`src/rtl/atm_keypad_frontend.sv`:
```
// Keypad/card front end for ATM_controller: turns key and card events into the controller's strobe protocol.
// Optional inactivity ejection is built only when ATM_TIMEOUT_EN is defined.
module atm_keypad_frontend #(
  parameter int          PIN_DIGITS  = 4,
  parameter int          PIN_WAIT    = 4,
  parameter logic [31:0] MAX_AMOUNT  = 32'd999999,
  parameter int          TIMEOUT_CYC = 1024
) (
  input  logic        clk,
  input  logic        rst,
  input  logic        card_in,
  input  logic        trans_sel,
  input  logic        key_valid,
  input  logic [3:0]  key_code,
  input  logic        pin_incorrecto,
  input  logic        bloqueo,
  input  logic        balance_actualizado,
  input  logic        entregar_dinero,
  input  logic        fondos_insuficientes,
  output logic        tarjeta_recibida,
  output logic        tipo_trans,
  output logic        digito_stb,
  output logic [3:0]  digito,
  output logic        monto_stb,
  output logic [31:0] monto,
  output logic        busy,
  output logic        amount_err,
  output logic        txn_done
);

  localparam int CNT_W  = $clog2(PIN_DIGITS + 1);
  localparam int WAIT_W = (PIN_WAIT > 1) ? $clog2(PIN_WAIT) : 1;
  localparam logic [CNT_W-1:0]  CNT_LAST  = CNT_W'(PIN_DIGITS - 1);
  localparam logic [WAIT_W-1:0] WAIT_LAST = WAIT_W'(PIN_WAIT - 1);

  localparam logic [3:0] KEY_ENTER  = 4'hA;
  localparam logic [3:0] KEY_CLEAR  = 4'hB;
  localparam logic [3:0] KEY_CANCEL = 4'hC;

  typedef enum logic [2:0] {
    S_IDLE, S_CARD, S_PIN, S_PIN_CHK, S_AMOUNT, S_RESULT, S_LOCKED, S_EJECT
  } state_t;

  state_t              state, state_nx;
  logic [CNT_W-1:0]    cnt, cnt_nx;
  logic [WAIT_W-1:0]   wait_cnt, wait_nx;
  logic [31:0]         acc, acc_nx;
  logic [32:0]         acc_cand;
  logic                tarj_nx, tipo_nx, dstb_nx, mstb_nx, aerr_nx, done_nx, busy_nx;
  logic [3:0]          digito_nx;
  logic [31:0]         monto_nx;
  logic                is_digit, is_enter, is_clear, is_cancel, any_result;
  logic                tmo_hit;

  // Decimal shift-in kept one bit wider so an overflow past MAX_AMOUNT is visible.
  function automatic logic [32:0] acc_step(input logic [31:0] a, input logic [3:0] d);
    acc_step = ({1'b0, a} * 33'd10) + {29'b0, d};
  endfunction

  assign is_digit   = key_valid && (key_code <= 4'd9);
  assign is_enter   = key_valid && (key_code == KEY_ENTER);
  assign is_clear   = key_valid && (key_code == KEY_CLEAR);
  assign is_cancel  = key_valid && (key_code == KEY_CANCEL);
  assign any_result = balance_actualizado | entregar_dinero | fondos_insuficientes;
  assign acc_cand   = acc_step(acc, key_code);

`ifdef ATM_TIMEOUT_EN
  localparam int TMO_W = (TIMEOUT_CYC > 1) ? $clog2(TIMEOUT_CYC) : 1;
  localparam logic [TMO_W-1:0] TMO_LAST = TMO_W'(TIMEOUT_CYC - 1);
  logic [TMO_W-1:0] tmo_cnt;

  // Idle counter restarts on any key or state change and saturates at the limit.
  always_ff @(posedge clk or negedge rst) begin
    if (!rst) begin
      tmo_cnt <= '0;
    end else if (key_valid || (state_nx != state)) begin
      tmo_cnt <= '0;
    end else if (tmo_cnt != TMO_LAST) begin
      tmo_cnt <= tmo_cnt + TMO_W'(1);
    end
  end

  assign tmo_hit = (tmo_cnt == TMO_LAST) && !key_valid &&
                   ((state == S_PIN) || (state == S_AMOUNT));
`else
  // No inactivity counter in this build; TIMEOUT_CYC only keeps the parameter list uniform.
  assign tmo_hit = (TIMEOUT_CYC < 0);
`endif

  always_comb begin
    state_nx  = state;
    cnt_nx    = cnt;
    wait_nx   = wait_cnt;
    acc_nx    = acc;
    tarj_nx   = tarjeta_recibida;
    tipo_nx   = tipo_trans;
    digito_nx = digito;
    monto_nx  = monto;
    dstb_nx   = 1'b0;
    mstb_nx   = 1'b0;
    aerr_nx   = 1'b0;
    done_nx   = 1'b0;

    case (state)
      S_IDLE: begin
        if (card_in) begin
          state_nx = S_CARD;
          tarj_nx  = 1'b1;
          tipo_nx  = trans_sel;
        end
      end
      S_CARD: state_nx = S_PIN;
      S_PIN: begin
        if (is_digit) begin
          digito_nx = key_code;
          dstb_nx   = 1'b1;
          cnt_nx    = cnt + CNT_W'(1);
          if (cnt == CNT_LAST) begin
            wait_nx  = '0;
            state_nx = S_PIN_CHK;
          end
        end
      end
      S_PIN_CHK: begin
        if (bloqueo) begin
          state_nx = S_LOCKED;
        end else if (pin_incorrecto) begin
          cnt_nx   = '0;
          state_nx = S_PIN;
        end else if (wait_cnt == WAIT_LAST) begin
          state_nx = S_AMOUNT;
        end else begin
          wait_nx = wait_cnt + WAIT_W'(1);
        end
      end
      S_AMOUNT: begin
        if (is_digit) begin
          if (acc_cand > {1'b0, MAX_AMOUNT}) aerr_nx = 1'b1;
          else                               acc_nx  = acc_cand[31:0];
        end else if (is_clear) begin
          acc_nx = '0;
        end else if (is_enter && (acc != '0)) begin
          monto_nx = acc;
          mstb_nx  = 1'b1;
          state_nx = S_RESULT;
        end
      end
      S_RESULT: begin
        if (any_result) begin
          done_nx  = 1'b1;
          state_nx = S_EJECT;
        end
      end
      S_LOCKED: state_nx = S_LOCKED;
      S_EJECT:  state_nx = S_EJECT;
      default:  state_nx = S_IDLE;
    endcase

    if (tmo_hit) state_nx = S_EJECT;

    // Card removal overrides everything, including strobes computed above.
    if (state != S_IDLE) begin
      if (is_cancel) state_nx = S_EJECT;
      if (!card_in) begin
        state_nx = S_IDLE;
        tarj_nx  = 1'b0;
        tipo_nx  = 1'b0;
        acc_nx   = '0;
        cnt_nx   = '0;
        wait_nx  = '0;
        monto_nx = '0;
        dstb_nx  = 1'b0;
        mstb_nx  = 1'b0;
        aerr_nx  = 1'b0;
        done_nx  = 1'b0;
      end
    end

    busy_nx = (state_nx != S_IDLE);
  end

  always_ff @(posedge clk or negedge rst) begin
    if (!rst) begin
      state            <= S_IDLE;
      cnt              <= '0;
      wait_cnt         <= '0;
      acc              <= '0;
      tarjeta_recibida <= 1'b0;
      tipo_trans       <= 1'b0;
      digito_stb       <= 1'b0;
      digito           <= '0;
      monto_stb        <= 1'b0;
      monto            <= '0;
      busy             <= 1'b0;
      amount_err       <= 1'b0;
      txn_done         <= 1'b0;
    end else begin
      state            <= state_nx;
      cnt              <= cnt_nx;
      wait_cnt         <= wait_nx;
      acc              <= acc_nx;
      tarjeta_recibida <= tarj_nx;
      tipo_trans       <= tipo_nx;
      digito_stb       <= dstb_nx;
      digito           <= digito_nx;
      monto_stb        <= mstb_nx;
      monto            <= monto_nx;
      busy             <= busy_nx;
      amount_err       <= aerr_nx;
      txn_done         <= done_nx;
    end
  end

endmodule
```
`config.mk`:
```
export PLATFORM = sky130hd
export DESIGN_NAME = atm_keypad_frontend
export DESIGN_NICKNAME = d
export VERILOG_FILES = /design/src/rtl/atm_keypad_frontend.sv
export SDC_FILE = /design/constraint.sdc
export NUM_CORES = 1
export LEC_CHECK = 0
export ABC_AREA = 1
export BUFFER_PORTS_ARGS = -buffer_cell sky130_fd_sc_hd__buf_4
export CAP_MARGIN = 20
export CORE_MARGIN = 5
export CORE_UTILIZATION = 55
export DETAILED_ROUTE_END_ITERATION = 12
export GPL_TIMING_DRIVEN = 0
export PLACE_DENSITY = 0.76
export SYNTH_ARGS = -nofsm -noshare
export SYNTH_HDL_FRONTEND = slang
export SYNTH_SLANG_ARGS = --single-unit
export TNS_END_PERCENT = 1
```
`constraint.sdc`:
```
create_clock -name clk -period 4.5 [get_ports clk]
set_input_delay 0 -clock clk [delete_from_list [all_inputs] [get_ports clk]]
set_output_delay 0 -clock clk [all_outputs]
set_load 0.03 [all_outputs]
```
==> results of run 1 <==
critical path: cells and delay by family, from the launching register on:
| kind | cells | cell delay [ns] |
|---|---|---|
| AO/OA/AOI/OAI | 1 | 0.07 |
| buffers and inverters | 3 | 0.39 |
| flip-flops | 1 | 0.48 |
| adder cells (fa/ha/maj) | 3 | 0.91 |
| AND/OR/NAND/NOR | 22 | 2.28 |
metrics by stage:
stage               cell area (um2)  util [%]  hold slack, ns  instances
CTS                            9015     62.50        0.003803       1534
global route                   9221     63.93         0.05582       1545
global placement               8655     60.00          0.2072       1513
detailed placement             8655     60.00          0.2102       1513
floorplan                      8004         -         -0.2956       1273
finish                         9221     63.93         0.01078       1545
registers in the layout, indices dropped and copies added, names as in the netlist:
name	count
state	3
monto	32
busy	1
tipo_trans	1
digito	4
acc	32
cnt	3
monto_stb	1
wait_cnt	2
digito_stb	1
txn_done	1
amount_err	1
tarjeta_recibida	1
Yosys cell counts (all sizes together), types with 6 or more instances:
master and number:
nor3 17, nor4 7, a21oi 78, a31oi 23
clkinv 6, o21ai 72, nor2 151, nand2 419
clkbuf 30, nand4 28, buf 8, xor2 6
nand3 113, inv 148, dfrtp 83, ha 62
layer usage:
layer | part of all wire [%] | vias to the layer above | global-route usage (%) | wire (um)
li1 | - | 4322 | - | -
met1 | 45 | 3881 | 35.97 | 10200
met2 | 46 | 289 | 44.40 | 10480
met3 | 5.5 | 55 | 2.276 | 1231
met4 | 2.8 | 0 | 10.83 | 630
met5 | 0 | - | 0 | 0
area by class of cell:
| type | count | area [um2] |
|---|---|---|
| Inverter | 154 | 578.1 |
| Tap cell | 184 | 230.2 |
| Buffer | 38 | 182.7 |
| Sequential cell | 83 | 2078 |
| Clock buffer | 11 | 232.7 |
| Timing Repair Buffer | 72 | 588.1 |
| Clock inverter | 5 | 77.57 |
| Multi-Input combinational cell | 998 | 5254 |
| Fill cell | 1361 | 5202 |
kinds of logic after synthesis:
| family | after synthesis | synth area share (%) |
|---|---|---|
| AOI/OAI and AO/OA | 182 | 12.98 |
| xor gates and xnor gates | 8 | 0.9693 |
| adders and majority gates | 64 | 10.19 |
| buffers and inverters | 192 | 9.348 |
| DFF | 83 | 25.95 |
| and+or+nand+nor | 744 | 40.57 |
worst paths after layout:
check / to / slack, ns / depth (start not counted)
min in group asynchronous: digito[1] / 0.07 / 2
max in group asynchronous: monto[27] / 3.84 / 3
setup reg to reg: acc[16] / 0.19 / 29
hold reg to reg: tarjeta_recibida / 0.47 / 2
hold / removal: wait_cnt[1] / 0.01 / 4
setup / recovery: acc[16] / 0.19 / 29
cell usage in the layout, fill, tap and decap left out, types with 6 or more instances in the layout:
master / n
nand3_1: 104
o21ai_2: 9
a21oi_1: 68
dfrtp_1: 82
nand2_2: 22
ha_1: 62
nor3_1: 15
inv_1: 134
nor4_1: 7
inv_2: 14
nand2_1: 395
nor2_2: 7
clkbuf_16: 10
nand3_2: 8
o21ai_0: 62
clkbuf_1: 32
buf_4: 65
nor2_1: 132
a31oi_1: 23
nand4_1: 28
a21oi_2: 10
nor2_4: 11
clkinv_1: 6
timing repair:
action,CTS,global route
buffers inserted,0,8
endpoints found under the hold margin,89,0
hold buffers,5,0
gates resized for setup,0,24
endpoints found under the setup margin,0,33
report_power, final:
part | internal, uW | switching (uW) | total, uW
Clock | 484 | 288 | 773
Combinational | 278 | 480 | 757
Sequential | 780 | 37.9 | 818
Total | 1540 | 806 | 2350
==> flow_summary_export.csv, run 1 <==
group,metric,value,unit
worst_setup_path,crit_path_end_kind,"flop",
worst_setup_path,rr_startpoint,"acc[1]",
timing,hold_viol,0,
synthesis,synthCells,1273,
placement,io_buffers,56,
global_route,antenna_found_initial,0,
synthesis,yosysSeqAreaShare,25.95,%
clock_tree,cts.sinks,83,
floorplanning,ioPinCount,57,
layout,final_nets,1434,
synthesis,synth_edf_count,0,
power,power.leakage,0.004821,uW
timing,drv_slew,0,
timing,fmax,0.2320,GHz
worst_setup_path,critPathRequiredTime,4.70,ns
hold_path,hp-start,"pin_incorrecto",
worst_setup_path,slowest_delay,0.48,ns
synthesis,syn_area_per_cell,6.287,um2
timing,setup_viol,0,
synthesis,async_reset_ff_share,100.0,%
timing,clock_skew,0.006593,ns
global_route,grt_max_degree,84,
drt,firstDrtPassIters,6,
power,power,2348,uW
synthesis,synthesis.nets,1351,
worst_setup_path,crit_path_start_kind,"flop",
placement,post-dp-hpwl,17.60,mm
drt,avgRoutedWirePerCell,14.59,um
clock_tree,clk_latency,0.34,ns
synthesis,netlist_area,8004,um2
floorplanning,die_area,17070,um2
timing,setup_ws,0.1905,ns
drt,final_antenna_net_count,0,
timing,setup_tns,0,ns
drt,drc,0,
hold_path,hold_path_class,"in2reg",
timing,fin_crit,4.309,ns
worst_setup_path,crit_start,"acc[1]",
synthesis,netlist.area_leader.share,25.95,%
floorplanning,die_h,130.6,um
global_route,grt_pass1_vias,7782,
synthesis,synthFlopType,"dfrtp_1",
synthesis,synth_area_leaders,"dfrtp_1, nand2_1, ha_1",
global_route,grt.overflow.total,0,
layout,drive_gt1_share,13.15,%
floorplanning,rows,44,
placement,pre_cts_slack,0.1376,ns
clock_tree,cts_tree,"done",
run_status,outcome,"complete, no violations",
synthesis,yosys_warnings,0,
layout,synthToLayoutAreaGrowth,15.21,%
synthesis,ys_ff_latch,83,
timing,tightest_slew,0.5793,ns
power,ir_drop,198.2,uV
worst_setup_path,critPathArrivalTime,4.50,ns
clock_tree,htreeDepth,3,
clock_tree,cts_max_path_buffers,2,
synthesis,yosys.area.top_type,"dfrtp_1",
worst_setup_path,crit_top_cell,"nand2_1",
synthesis,ys_types,41,
worst_setup_path,crit_path_top_delay_cell,"dfrtp_2",
global_route,grt_usage,26.70,%
layout,antenna_cells,0,
global_route,grt_pass1_wl,36.87,mm
clock_tree,root_buffer,"clkbuf_16",
floorplanning,fp.dieW,130.6,um
clock_tree,clk_pin_slew,0.06,ns
timing,period_share,95.77,%
drt,wirelength,22.54,mm
job,drv_cap,0,
floorplanning,initial_core_util,55.49,%
clock_tree,numCtsBuffers,9,
power,power_density,254.6,nW/um2
floorplanning,coreArea,14420,um2
drt,num_vias,8547,
drt,vias_per_cell,5.532,
worst_setup_path,crit_path_max_fanout,8,
placement,gp_congestion,0.9910,
worst_setup_path,crit_type,"reg2reg",
timing,maxSlewHeadroom,61.24,%
drt,drtIter0Drc,686,
No activity file was read; power rests on OpenSTA's default activity.
==> run 2: changes to the inputs <==
--- a/config.mk
+++ b/config.mk
@@ -5,9 +5,9 @@
 export SDC_FILE = /design/constraint.sdc
 export NUM_CORES = 1
 export LEC_CHECK = 0
-export ABC_AREA = 1
 export BUFFER_PORTS_ARGS = -buffer_cell sky130_fd_sc_hd__buf_4
 export CAP_MARGIN = 20
+export CORE_ASPECT_RATIO = 0.8
 export CORE_MARGIN = 5
 export CORE_UTILIZATION = 55
 export DETAILED_ROUTE_END_ITERATION = 12
==> flow_summary_export.csv, run 2 <==
group,metric,value,unit
clock_tree,cts.sinks,83,
synthesis,synthCells,671,
placement,gp_congestion,0.8881,
synthesis,yosys.area.top_type,"dfrtp_1",
hold_path,hold_path_end,"txn_done",
worst_setup_path,rr_startpoint,"acc[3]",
worst_setup_path,crit_path_max_fanout,7,
layout,n_fill_cell,773,
global_route,grt_pass1_wl,28.37,mm
floorplanning,die_h,107.0,um
run_status,outcome,"finished, violations left",
layout,multi_input_area,4581,um2
timing,hold_viol,0,
layout,final_cell_mix,"buf_4, nor2_1, dfrtp_1",
synthesis,yosysSeqAreaShare,32.09,%
timing,grt_setup_unrepaired,"yes",
synthesis,netlist.area_leader.share,32.09,%
timing,period_share,106.7,%
power,power.leakage,0.004037,uW
layout,register_area,2087,um2
job,drv_cap,0,
global_route,grt_max_degree,84,
floorplanning,coreArea,11520,um2
layout,antenna_cells,0,
floorplanning,die_area,14050,um2
clock_tree,htreeDepth,3,
clock_tree,cts_tree,"done",
timing,hold_ws,0.01150,ns
drt,avgRoutedWirePerCell,18.84,um
synthesis,synthesis.nets,749,
timing,clock_skew,0.005413,ns
worst_setup_path,crit_start,"acc[3]",
worst_setup_path,r2r_end,"acc[19]",
synthesis,synth_area_leaders,"dfrtp_1, ha_1, mux2i_1",
power,ir_drop,191.5,uV
worst_setup_path,r2r_slack,-0.30,ns
floorplanning,rows,35,
worst_setup_path,critPathRequiredTime,4.77,ns
synthesis,yosys_warnings,0,
worst_setup_path,crit_path_start_kind,"flop",
worst_setup_path,slowest_delay,0.44,ns
worst_setup_path,crit_path_end_kind,"flop",
global_route,antenna_found_initial,0,
layout,fin_util,70.64,%
timing,drv_slew,0,
layout,synthToLayoutAreaGrowth,25.69,%
drt,drc,0,
layout,drive_gt1_share,27.66,%
clock_tree,numCtsBuffers,9,
layout,largest_registers,"acc x32, monto x32, digito x4",
timing,setup_viol,33,
global_route,grt_pass1_vias,5572,
synthesis,synth_edf_count,0,
layout,mostFrequentLayoutCell,"buf_4",
timing,tightest_slew,0.7762,ns
floorplanning,initial_core_util,56.20,%
worst_setup_path,r2r_cells,19,
floorplanning,fp.dieW,131.3,um
worst_setup_path,critPathArrivalTime,5.07,ns
timing,maxSlewHeadroom,48.25,%
drt,num_vias,5709,
synthesis,netlist_area,6472,um2
worst_setup_path,critical_path.top_delay_family,"compound AO/OA/AOI/OAI gates",
synthesis,yosysMostFrequentCell,"dfrtp_1",
worst_setup_path,crit_type,"reg2reg",
timing,fmax,0.2082,GHz
drt,drtIter0Drc,423,
drt,firstDrtPassIters,5,
worst_setup_path,crit_chain,"buf_4 > ha_1 > ha_4 > o211ai_1 > o211ai_1 > a21oi_2 > xor2_2 > nor3_2 > and4b_1 > buf_2 > nand2_1 > nor3_1 > a31oi_1 > o31a_1 > nor4b_4 > nand4b_1 > buf_4 > buf_8 > o2bb2ai_2",
global_route,grt.overflow.total,0,
synthesis,async_reset_ff_share,100.0,%
hold_path,hold_depth,3,
worst_setup_path,crit_path_top_delay_cell,"dfrtp_2",
power,power_density,211.4,nW/um2
run_status,violations,"negative setup slack",
worst_setup_path,crit_buf_inv,4,
placement,pre_cts_slack,-0.6348,ns
placement,post-dp-hpwl,12.00,mm
timing,setup_ws,-0.3028,ns
floorplanning,ioPinCount,57,
layout,final_nets,854,
drt,final_antenna_net_count,0,
synthesis,syn_area_per_cell,9.646,um2
clock_tree,clk_pin_slew,0.06,ns
clock_tree,root_buffer,"clkbuf_16",
synthesis,synth_common_cells,"dfrtp_1, nor2_1, ha_1, mux2i_1, nand2_1",
synthesis,ys_types,79,
drt,wirelength,17.50,mm
placement,io_buffers,55,
drt,vias_per_cell,6.145,
clock_tree,clk_latency,0.34,ns
timing,fin_crit,4.803,ns
global_route,grt_usage,24.06,%
hold_path,hp-start,"balance_actualizado",
synthesis,ys_ff_latch,83,
clock_tree,cts_max_path_buffers,2,
hold_path,hold_path_class,"in2reg",
synthesis,synthFlopType,"dfrtp_1",
run 2: timing repair:
item	CTS	global route
endpoints found under the setup margin	33	33
pin swaps	40	33
cloned	2	0
resized for setup	47	38
setup buffers	22	8
hold endpoints to repair	93	0
hold buffers	7	0
run 2: per-layer routing:
metal	GRT usage (%)	vias to the layer above	wire length, um
met1	34.28	2805	8193
met2	38.66	169	8130
met3	3.518	30	924
met4	6.241	0	255
met5	0	-	0
li1	-	2705	-
run 2: worst max path at each step:
stage	to	slack [ns]	cells after the start
after floorplan	acc[9]	0.05	18
after global placement	acc[11]	-0.51	19
after detailed placement	acc[9]	-0.63	18
after CTS	acc[1]	-0.14	20
after global routing	acc[13]	-0.48	21
final	acc[19]	-0.30	19
run 2: logic make-up (layout without fill, tap and decap cells):
group | count (synthesis) | in the layout | share of synthesized area, %
buffers and inverters | 43 | 153 | 3.151
AOI/OAI and AO/OA | 150 | 150 | 18.56
DFF | 83 | 83 | 32.09
and+or+nand+nor | 243 | 243 | 20.59
muxes | 40 | 40 | 6.263
xor gates and xnor gates | 47 | 47 | 6.592
adders and majority gates | 65 | 65 | 12.76
run 2: cell type report:
class	instances	area share (%)
clock inverter	7	0.7382
buffer	30	2.245
inverter	12	0.5537
sequential	83	25.65
multi-input combinational	545	56.31
timing repair buffer	95	9.459
clock buffer	9	2.768
tap	148	2.276
run 2: through the flow:
stage / setup TNS [ns] / total power (uW) / instances / instance area [um2]
4_1_cts: -3.575 / 1713 / 921 / 7856
3_5_place_dp: -19.70 / 993.9 / 874 / 7071
6_report: -8.045 / 1720 / 929 / 8135
5_1_grt: -14.20 / 1782 / 929 / 8135
2_1_floorplan: 0 / 914.5 / 671 / 6472
3_3_place_gp: -15.61 / 986.7 / 874 / 7071
run 2: report_power, final:
group / switching [uW] / total [uW] / internal [uW]
combinational: 136 / 220 / 83.9
sequential: 15.8 / 786 / 770
clock: 329 / 714 / 385
run 2: worst min-delay path: cells and delay by family:
kind / cells / cell delay [ns]
and+or+nand+nor: 2 / 0.22
buffers and inverters: 1 / 0.08
==> run 3: changes to the inputs <==
--- a/config.mk
+++ b/config.mk
@@ -9,10 +9,10 @@
 export CAP_MARGIN = 20
 export CORE_ASPECT_RATIO = 0.8
 export CORE_MARGIN = 5
-export CORE_UTILIZATION = 55
+export CORE_UTILIZATION = 35
 export DETAILED_ROUTE_END_ITERATION = 12
 export GPL_TIMING_DRIVEN = 0
-export PLACE_DENSITY = 0.76
+export PLACE_DENSITY = 0.54
 export SYNTH_ARGS = -nofsm -noshare
 export SYNTH_HDL_FRONTEND = slang
 export SYNTH_SLANG_ARGS = --single-unit
==> flow_summary_export.csv, run 3 (synthesis gave the netlist of run 2 again) <==
group,metric,value,unit
run_status,outcome,"finished, violations left",
run_status,violations,"negative setup slack",
clock_tree,numCtsBuffers,9,
floorplanning,fp.dieW,162.0,um
worst_setup_path,critPathRequiredTime,4.76,ns
worst_setup_path,r2r_end,"acc[10]",
power,power.leakage,0.004009,uW
worst_setup_path,crit_path_top_delay_cell,"or4_1",
timing,clock_skew,0.01032,ns
power,switching_power,450.2,uW
power,ir_drop,168.1,uV
layout,final_cell_mix,"buf_4, dfrtp_1, nor2_1",
timing,setup_tns,-5.599,ns
clock_tree,cts_max_path_buffers,2,
timing,tightest_slew,0.7422,ns
timing,grt_setup_unrepaired,"yes",
worst_setup_path,slowest_delay,0.51,ns
layout,mostFrequentLayoutCell,"buf_4",
layout,antenna_cells,0,
drt,wl_met1,9.062,mm
timing,period_share,104.6,%
placement,pre_cts_slack,-0.6574,ns
placement,gp_congestion,0.8989,
timing,hold_viol,0,
hold_path,hold_path_class,"in2reg",
worst_setup_path,crit_path_max_fanout,6,
drt,final_antenna_net_count,0,
floorplanning,die_area,21330,um2
worst_setup_path,crit_path_start_kind,"flop",
floorplanning,rows,44,
job,drv_cap,0,
global_route,grt_pass1_wl,28.41,mm
worst_setup_path,r2r_slack,-0.21,ns
drt,wirelength,17.15,mm
timing,fmax,0.2124,GHz
clock_tree,cts.sinks,83,
hold_path,hold_path_end,"txn_done",
power,power.internal,1359,uW
layout,drive_gt1_share,25.65,%
power,power_density,222.7,nW/um2
drt,drc,0,
global_route,antenna_found_initial,0,
worst_setup_path,r2r_cells,18,
drt,firstDrtPassIters,4,
floorplanning,initial_core_util,35.63,%
hold_path,hp-start,"balance_actualizado",
drt,dr_wl_met2,7.235,mm
timing,maxSlewHeadroom,50.17,%
floorplanning,coreArea,18170,um2
drt,wl_met3,610,um
drt,drtIter0Drc,298,
clock_tree,clk_latency,0.34,ns
power,power,1810,uW
drt,avgRoutedWirePerCell,17.11,um
power,combPwrFrac,11.7,%
global_route,grt_pass1_vias,5419,
drt,num_vias,5445,
clock_tree,root_buffer,"clkbuf_16",
power,p_seq_share,43.4,%
layout,largest_registers,"acc x32, monto x32, digito x4",
power,clkPwrFrac,44.8,%
timing,drv_slew,0,
layout,final_nets,845,
hold_path,hold_depth,3,
clock_tree,htreeDepth,3,
timing,fin_crit,4.707,ns
timing,setup_viol,32,
floorplanning,die_h,131.6,um
drt,vias_per_cell,5.434,
worst_setup_path,critPathArrivalTime,4.97,ns
layout,synthToLayoutAreaGrowth,25.52,%
worst_setup_path,crit_chain,"ha_1 > ha_1 > buf_2 > a21o_1 > nand2b_1 > o21a_2 > or4_1 > and3_1 > buf_2 > and3_4 > and2_4 > a211oi_1 > nor2b_1 > nor4b_4 > nand4b_1 > buf_6 > buf_6 > o2bb2ai_2",
drt,maxUsedRoutingLayer,"met4",
floorplanning,ioPinCount,57,
placement,post-dp-hpwl,12.98,mm
clock_tree,clk_pin_slew,0.06,ns
worst_setup_path,crit_type,"reg2reg",
global_route,grt_usage,16.01,%
clock_tree,cts_tree,"done",
global_route,grt_max_degree,84,
global_route,grt.overflow.total,0,
worst_setup_path,rr_startpoint,"acc[6]",
power,swShare,24.88,%
placement,io_buffers,55,
worst_setup_path,crit_path_end_kind,"flop",
timing,setup_ws,-0.2070,ns
-- run 3: area by class of cell --
| class | instances | area (um2) |
|---|---|---|
| clock inverter | 6 | 93.84 |
| fill | 1725 | 10040 |
| timing repair buffer | 86 | 690.7 |
| tap | 230 | 287.8 |
| inverter | 12 | 45.04 |
| buffer | 30 | 187.7 |
| clock buffer | 10 | 239.0 |
| sequential | 83 | 2085 |
| multi-input combinational | 545 | 4496 |
-- run 3: how the worst max path moves through the flow --
| stage | start | endpoint | slack, ns | cells past startpoint |
|---|---|---|---|---|
| CTS | acc[3] | acc[26] | -0.21 | 19 |
| global placement | acc[1] | acc[9] | -0.63 | 18 |
| floorplan | acc[1] | acc[9] | 0.05 | 18 |
| finish | acc[6] | acc[10] | -0.21 | 18 |
| global route | acc[6] | acc[1] | -0.44 | 18 |
| detailed placement | acc[1] | acc[10] | -0.66 | 18 |
-- run 3: per-stage QoR --
step           instances  utilization, %  hold WS (ns)  area (um2)
2_1_floorplan        671               -       -0.2956        6472
3_3_place_gp         956           39.48        0.2373        7173
3_5_place_dp         956           39.48        0.2489        7173
4_1_cts              992           43.12       0.01066        7834
5_1_grt             1002           44.72       0.04764        8124
6_report            1002           44.72       0.01858        8124
-- run 3: worst max-delay path, delay by kind of cell, from the launching register on --
family,cells,cell delay [ns]
and+or+nand+nor,8,1.99
AOI/OAI and AO/OA,4,0.92
adders and majority gates,2,0.62
buffers and inverters,4,0.62
DFF,1,0.49
-- run 3: timing repair --
action | in CTS | in global routing
cloned | 1 | 1
gates resized for setup | 31 | 42
buffers inserted | 13 | 9
pin swaps | 16 | 29
hold endpoints to repair | 93 | 0
setup endpoints to repair | 33 | 33
hold buffers | 7 | 0
-- run 3: routing by layer --
layer,track usage [%],up-vias
li1,-,2694
met1,24.86,2619
met2,23.09,110
met3,2.536,22
met4,3.899,0
met5,0,-
-- run 3: power groups by stage --
stage / registers [uW] / clock network, uW / logic, uW
after global placement: 798 / 0 / 192
after floorplan: 835 / 0 / 79.8
after global routing: 789 / 856 / 232
after detailed placement: 800 / 0 / 195
after CTS: 786 / 830 / 208
final: 786 / 811 / 212
